[src/rtl/dma_priority_arbiter.sv]
// dma_priority_arbiter: hold-request / grant arbiter for four DMA channels with fixed or rotating priority
module dma_priority_arbiter #(
  parameter int NCH          = 4,
  parameter int HOLD_TIMEOUT = 15
) (
  input  logic           i_clk,
  input  logic           i_rst,
  input  logic [NCH-1:0] i_dreq,
  input  logic [NCH-1:0] i_soft_req,
  input  logic [NCH-1:0] i_mask,
  input  logic           i_rotating,
  input  logic           i_hlda,
  input  logic           i_tc,
  output logic           o_hrq,
  output logic [NCH-1:0] o_dack,
  output logic [1:0]     o_channel,
  output logic           o_busy,
  output logic [NCH-1:0] o_soft_clr,
  output logic           o_timeout
);
  typedef enum logic [1:0] {IDLE, WAIT_HLDA, ACTIVE, RELEASE} state_t;
  state_t           r_state, w_nstate;
  logic [7:0]       r_cnt, w_cnt_d;
  logic [1:0]       r_last, w_last_d, w_win, w_idx, w_ch_d;
  logic [NCH-1:0]   w_pend, w_dack_d, w_soft_clr_d;
  logic             w_hrq_d, w_timeout_d, w_any, w_exit, w_expire;
  assign w_pend   = (i_dreq & ~i_mask) | i_soft_req;
  assign w_any    = |w_pend;
  assign w_expire = r_cnt == 8'(HOLD_TIMEOUT - 1);
  // Soft requests keep the channel pending, so only TC or HLDA loss ends them.
  assign w_exit   = i_tc | ~i_hlda | ~w_pend[r_channel_q()];
  assign o_busy   = r_state != IDLE;
  function automatic logic [1:0] r_channel_q();
    return o_channel;
  endfunction
  // Lowest search offset wins; rotating search starts just after the last serviced channel.
  always_comb begin
    w_win = '0;
    w_idx = '0;
    for (int k = NCH - 1; k >= 0; k--) begin
      w_idx = i_rotating ? r_last + 2'(k + 1) : 2'(k);
      if (w_pend[w_idx]) w_win = w_idx;
    end
  end
  always_ff @(posedge i_clk or posedge i_rst) begin
    if (i_rst) begin
      r_state    <= IDLE;
      r_cnt      <= '0;
      r_last     <= 2'd3;
      o_hrq      <= 1'b0;
      o_dack     <= '0;
      o_channel  <= '0;
      o_soft_clr <= '0;
      o_timeout  <= 1'b0;
    end else begin
      r_state    <= w_nstate;
      r_cnt      <= w_cnt_d;
      r_last     <= w_last_d;
      o_hrq      <= w_hrq_d;
      o_dack     <= w_dack_d;
      o_channel  <= w_ch_d;
      o_soft_clr <= w_soft_clr_d;
      o_timeout  <= w_timeout_d;
    end
  end
  always_comb begin
    w_nstate = r_state;
    case (r_state)
      IDLE:      w_nstate = w_any ? WAIT_HLDA : IDLE;
      WAIT_HLDA: w_nstate = !w_any ? IDLE : i_hlda ? ACTIVE : w_expire ? IDLE : WAIT_HLDA;
      ACTIVE:    w_nstate = w_exit ? RELEASE : ACTIVE;
      RELEASE:   w_nstate = IDLE;
      default:   w_nstate = IDLE;
    endcase
  end
  always_comb begin
    w_hrq_d      = w_nstate == WAIT_HLDA || w_nstate == ACTIVE;
    w_dack_d     = w_nstate != ACTIVE ? '0 : r_state == WAIT_HLDA ? NCH'(1) << w_win : o_dack;
    w_ch_d       = r_state == WAIT_HLDA && w_nstate == ACTIVE ? w_win : o_channel;
    w_soft_clr_d = r_state == ACTIVE && i_tc && i_soft_req[o_channel] ? NCH'(1) << o_channel : '0;
    w_timeout_d  = r_state == WAIT_HLDA && w_any && !i_hlda && w_expire;
    w_cnt_d      = r_state == WAIT_HLDA ? r_cnt + 8'd1 : '0;
    w_last_d     = r_state == ACTIVE && w_nstate == RELEASE ? o_channel : r_last;
  end
endmodule

[config.mk]
export PLATFORM = sky130hd
export DESIGN_NAME = dma_priority_arbiter
export DESIGN_NICKNAME = d
export VERILOG_FILES = /design/src/rtl/dma_priority_arbiter.sv
export SDC_FILE = /design/constraint.sdc
export NUM_CORES = 1
export LEC_CHECK = 0
export CORE_MARGIN = 3
export CORE_UTILIZATION = 54
export CTS_BUF_LIST = sky130_fd_sc_hd__clkbuf_16
export DETAILED_ROUTE_END_ITERATION = 8
export PLACE_DENSITY_LB_ADDON = 0.3
export SLEW_MARGIN = 20
export SYNTH_ARGS = -nofsm -noshare
export SYNTH_HDL_FRONTEND = slang
export SYNTH_SLANG_ARGS = --single-unit
[constraint.sdc]
create_clock -name i_clk -period 4.3 [get_ports i_clk]
set_clock_uncertainty 0.2 [all_clocks]
set_input_delay 0.645 -clock i_clk [delete_from_list [all_inputs] [get_ports i_clk]]
set_output_delay 0.645 -clock i_clk [all_outputs]
set_load 0.005 [all_outputs]
**Yosys cells after proc, flatten, opt, wreduce, memory -nomap -nowiden**

Cells that the tools add are included.

- Register bits: 24
- Input bits: 17
- Output and inout bits: 13
- Word-level logic and storage cells: 77

- $add $sub $neg: 4
- Order comparisons: 5
- Equal/unequal tests: 8
- Shift operators: 2
- Mux-type cells: 30
- Bitwise operators: 7
- Reduce and logical (&&, ||, !) cells: 13

Operators with widths:

| operator | count |
|---|---|
| 2-to-1 mux 2 bit | 10 |
| less-than comparator 2 x 3 -> 1 bit (second input constant) | 5 |
| binary-select mux 1 bit (select 2 bit) | 6 |
| 2-to-1 mux 4 bit | 3 |
| 2-to-1 mux 1 bit | 9 |
| adder 8 x 1 -> 8 bit (second input constant) | 1 |
| equality test 2 bit (second input constant) | 4 |
| equality test 8 x 4 -> 1 bit (second input constant) | 1 |
| 2-to-1 mux 8 bit | 1 |
| case mux 2 bit (4 select lines) | 1 |
| left shift 1 x 2 -> 4 bit (first input constant) | 2 |
| logical AND 1 bit | 7 |
| adder 2 bit (second input constant) | 2 |
| bitwise AND 4 bit | 1 |
| equality test 2 x 1 -> 1 bit (second input constant) | 2 |
| inverter 4 bit | 1 |
| bitwise OR 4 bit | 1 |
| nonzero test 2 bit | 2 |
| OR reduction 4 bit | 1 |
| adder 2 x 1 -> 2 bit (second input constant) | 1 |
| logical NOT 2 bit | 1 |
| inequality test 2 bit (second input constant) | 1 |
| inverter 1 bit | 2 |
| bitwise OR 1 bit | 2 |
| other kinds (2) | 2 |

**Logic depth before layout (Yosys ltp)**

- Depth after elaboration: 12
- Gate-level depth with buffers: 11
- Depth with buffers taken out: 11

**Worst setup path after synthesis**

Ideal clock, no wire load.

- Kind: input port to flip-flop
- From: input i_mask[1]
- To: register o_dack[1]
- Setup time: 0.104 ns
- Data arrival time: 2.508 ns
- Data required time: 3.996 ns
- Path slack: 1.488 ns
- Stages on the path: 9
- Path buffers: 0
- Path through: nand2b_1 > and2_1 > mux4_2 > o31ai_1 > and2_1 > ha_1 > nor2b_1 > nand2_1 > o41ai_2

- Longest elaborated chain between the ends: 12
- Elaborated cells between the ends (all ways): 29
- Those cells by class: eq/ne: 1; shift: 1; mux: 20; bitwise: 5; reduce/logical: 2

RTL lines:

| item | line | text |
|---|---|---|
| from (decl) | 10 | `input logic [NCH-1:0] i_mask,` |
| inverter 4 bit (*) | 27 | `assign w_pend = (i_dreq & ~i_mask) \| i_soft_req;` |
| bitwise AND 4 bit (*) | 27 |  |
| bitwise OR 4 bit (*) | 27 |  |
| binary-select mux 1 bit (select 2 bit) | 42 | `if (w_pend[w_idx]) w_win = w_idx;` |
| 2-to-1 mux 1 bit (implied by the code) | 42 |  |
| 2-to-1 mux 2 bit (4 in series) | 42 |  |
| left shift 1 x 2 -> 4 bit | 78 | `w_dack_d = w_nstate != ACTIVE ? '0 : r_state == WAIT_HLDA ? NCH'(1) << w_win : o_dack;` |
| 2-to-1 mux 4 bit (2 in series) | 78 |  |
| to (signal assigned) | 60 | `o_dack <= w_dack_d;` |
| to (decl) | 15 | `output logic [NCH-1:0] o_dack,` |

Every way passes the cells marked *; elsewhere a longest branch is shown, timed or not. The select of a mux whose other input is x is not followed.
A chain may end at the register's enable or synchronous reset.

**Final worst setup path**

Same ends and word-level chain as after synthesis.

==> results.md <==
Status:
- The flow ran to the end, and the final reports show no timing, DRC or antenna violations.

Timing:
- The number of hold-slack violations in the final timing report is 0.
- Measured against its own limit, the worst slew margin works out to 0.3894.
- The final count of negative-setup-slack endpoints is 0.
- Hold is met by approximately 290 ps.
- Based on the critical path, the design can be clocked at up to approximately 310 MHz.
- Setup repair after global routing left no endpoint under its margin.
- In the finished design, the share of the clock period the worst path needs comes to 0.7578.
- For the finished layout, the period the worst path requires is ~3300 ps.
- The final-layout setup total negative slack is 0 ps.
- The worst-margin pin slew is approximately 910 ps.
- The number of slew-limit violations in the final report came to 0.

Setup path:
- The slack of the worst reg-to-reg path is approximately 1600 ps.
- The worst setup path is launched from a primary input.
- The type of element capturing the critical path is a flop.
- The critical setup path kind is primary input to flop.
- The data required time at the worst endpoint is about 4300 ps.
- The arrival time of the worst setup path is between 3000 and 4000 ps.
- The largest driver fanout on the critical path is 6.

Route:
- For this block, the initial DRC count from the detailed router was between 50 and 60.
- After detailed routing, the total wire length is about 3200 um.
- In the routed layout, each cell is associated on average with a via count of about 5.9.
- The first detailed-routing pass ran for 4 iterations.
- Summing over every cut layer, the via total after detailed routing is 1170.
- The remaining antenna violation count is 0.
- The routed length per instance is 16.34 um.
- The post-detailed-route DRC marker count is 0.

Layout:
- The antenna diode instance count is 0.
- The most frequent standard cell in the layout excluding fill and tap cells is clkdlybuf4s50_1.
- The top cell types in the final layout, fill and taps aside, are clkdlybuf4s50_1 (29), dfrtp_1 (22), nand2_1 (16).
- The final core utilization is 0.7831.
- The area growth from synthesis to layout is 30.25%.
- The final layout contains 192 nets.
- The share of layout cells above drive strength 1 is 0.1243.

Power and ir drop:
- The fraction of power consumed by sequential logic is 0.339.
- Power comes to 0.9738 mW.
- The worst vdd rail ir drop is 0.4435 mV.
- The leakage power of the design is 0.8031 nW.
- The switching power summed over all nets is ~0.33 mW.
- The share of total power dissipated in the clock network is 0.271.
- The combinational cell fraction of total power is 0.390.
- The internal power is between 0.6 and 0.7 mW.
- The power per unit of standard cell area is about 540 nW/um^2.
- Of the total power, the share spent switching nets is 0.3393.

Hold path:
- The type of the most critical hold path is flop to flop.

Synth:
- Counting flops with an async set or reset pin after synthesis yields a share of 1.000.
- The number of synthesized flops with an enable pin is 0.
- The most used flip-flop cell after synthesis is dfrtp_1.
- The synthesized instance count is 138.
- The share of synthesized area occupied by flip-flops and latches is 0.4327.
- Yosys printed 0 warnings.
- By area the synthesized netlist is led by dfrtp_1 (39%), mux4_2 (4.8%), ha_1 (4.5%), nand2_1 (4.3%), dfstp_2 (3.8%).
- In this run the cell area of the synthesized design comes to between 1000 and 1500 sq um.
- The average cell area after synthesis is between 10 and 15 sq um.
- dfrtp_1 takes more of the synthesized area than any other cell.
- The area share of the leading cell type in the synthesized netlist is 0.3950.
- The number of distinct library cells after synthesis is 43.
- After synthesis the netlist holds a flip-flop and latch count of 24.
- The net count of the mapped netlist is 160.

Clock tree:
- The total CTS buffers is 3.
- The count of hold buffers inserted by post-cts repair is 0.
- The number of resized instances in the post-cts repair step is 0.
- At the later pin of the worst-skew pair, clock insertion delay measures between 200 and 300 ps.
- The maximum level of the CTS H-tree is 1.
- The CTS clock-pin slew for the worst setup and hold paths is 60 ps.
- For this design, the sink count on the clock tree is 24.
- TritonCTS built the clock tree.
- The maximum count of clock buffers along a single path is 2.
- The setup fix buffers added after clock tree synthesis is 0.
- The cell at the root of the clock tree is clkbuf_16.

Placed design:
- The routability congestion estimate is 0.9217.
- The post-detailed-placement half-perimeter wirelength is 2297 um.
- During placement, the flow inserted port buffers numbering 29.

Die:
- The horizontal die dimension is roughly 57 um.
- The die height is 56.81 um.
- The top-level port count is 30.
- The full die area is 3227 sq um.
- The initial standard-cell utilization of the core is 0.6012.
- The cell row count is 17.
- The floorplan core area is about 2300 sq um.

Job:
- The number of maximum-capacitance violations is 0.

Global routing:
- Entering global routing, the biggest net connects 25 pins.
- The wire length of the first global-routing pass is ~5400 um.
- The final global-route overflow total is 0.
- The all-layer global routing usage is 0.2114.
- The number of antenna violations at the first check in global routing is 0.
- The via count of the first global-routing pass is between 1k and 1.5k.
-- metal layers --
| layer | up-vias | global-route usage | wire (um) |
|---|---|---|---|
| li1 | 555 | - | - |
| met5 | - | 0 | 0 |
| met4 | 0 | 0.05629 | 38 |
| met3 | 6 | 0.04368 | 218 |
| met1 | 550 | 0.2780 | 1430 |
| met2 | 59 | 0.3531 | 1532 |
-- path summary, 6_finish.rpt --
path,cells past startpoint,startpoint,end
worst max-delay path,10,i_mask[1],o_dack[1]$_DFFE_PP0P_
worst min-delay path,1,r_cnt[0]$_DFF_PP0_,r_cnt[0]$_DFF_PP0_
worst max register to register,7,o_channel[1]$_DFFE_PP0P_,o_dack[1]$_DFFE_PP0P_
worst min register to register,1,r_cnt[0]$_DFF_PP0_,r_cnt[0]$_DFF_PP0_
max in group asynchronous,2,i_rst,o_dack[3]$_DFFE_PP0P_
min in group asynchronous,2,i_rst,r_cnt[6]$_DFF_PP0_
-- through the flow --
step | setup slack (ps) | std cells | instance area, sq um
global route | 809.2 | 197 | 1815
finish | 1041 | 197 | 1815
global placement | 926.8 | 193 | 1710
floorplan | 1488 | 138 | 1394
detailed placement | 879.0 | 193 | 1710
CTS | 1062 | 197 | 1815
-- state kept, by name, summed over array words and instances, names as in the netlist --
signal / count
o_channel: 2
o_dack: 4
o_hrq: 1
o_soft_clr: 4
o_timeout: 1
r_cnt: 8
r_last: 2
r_state: 2
-- kinds of logic (layout without fill, tap and decap cells) --
family          Yosys count  count (layout)  share of synthesized area
xor+xnor                  7               7                    0.04399
buf+inv                  10              41                    0.02782
simple gates             62              62                     0.2235
fa+ha+maj                 5               5                    0.04488
compound gates           24              24                     0.1544
mux                       6               6                    0.07271
flops                    24              24                     0.4327
-- cell type report --
type / instances / area, sq um
Inverter: 8 / 30.03
Multi-Input combinational cell: 104 / 752.0
Sequential cell: 24 / 603.1
Fill cell: 161 / 503.0
Clock buffer: 3 / 75.07
Clock inverter: 1 / 30.03
Timing Repair Buffer: 29 / 290.3
Tap cell: 28 / 35.03
-- cell usage after synthesis, drive strengths merged (4+ instances only) --
cell type   n
a21oi       6
and3        5
dfrtp      22
ha          5
inv         8
nand2      16
nand3       5
nor2       14
nor2b       5
nor3        4
xor2        5
-- critical path, cell delays in order --
cell and delay [ps]:
clkdlybuf4s50_1 390, nand2b_1 160, and2_1 220, mux4_2 480, o31ai_1 350, and2_1 220, ha_1 240, nor2b_1 340
nand2_1 110, o41ai_2 60
-- power groups by stage --
stage                     Clock [mW]  Combinational (mW)  Sequential (mW)
after CTS                      0.267               0.381            0.328
after global routing           0.278               0.421            0.337
after detailed placement           0               0.372            0.332
after global placement             0               0.359            0.328
final                          0.264               0.380            0.330
after floorplan                    0               0.255            0.321
(Power assumes the default switching activity.)
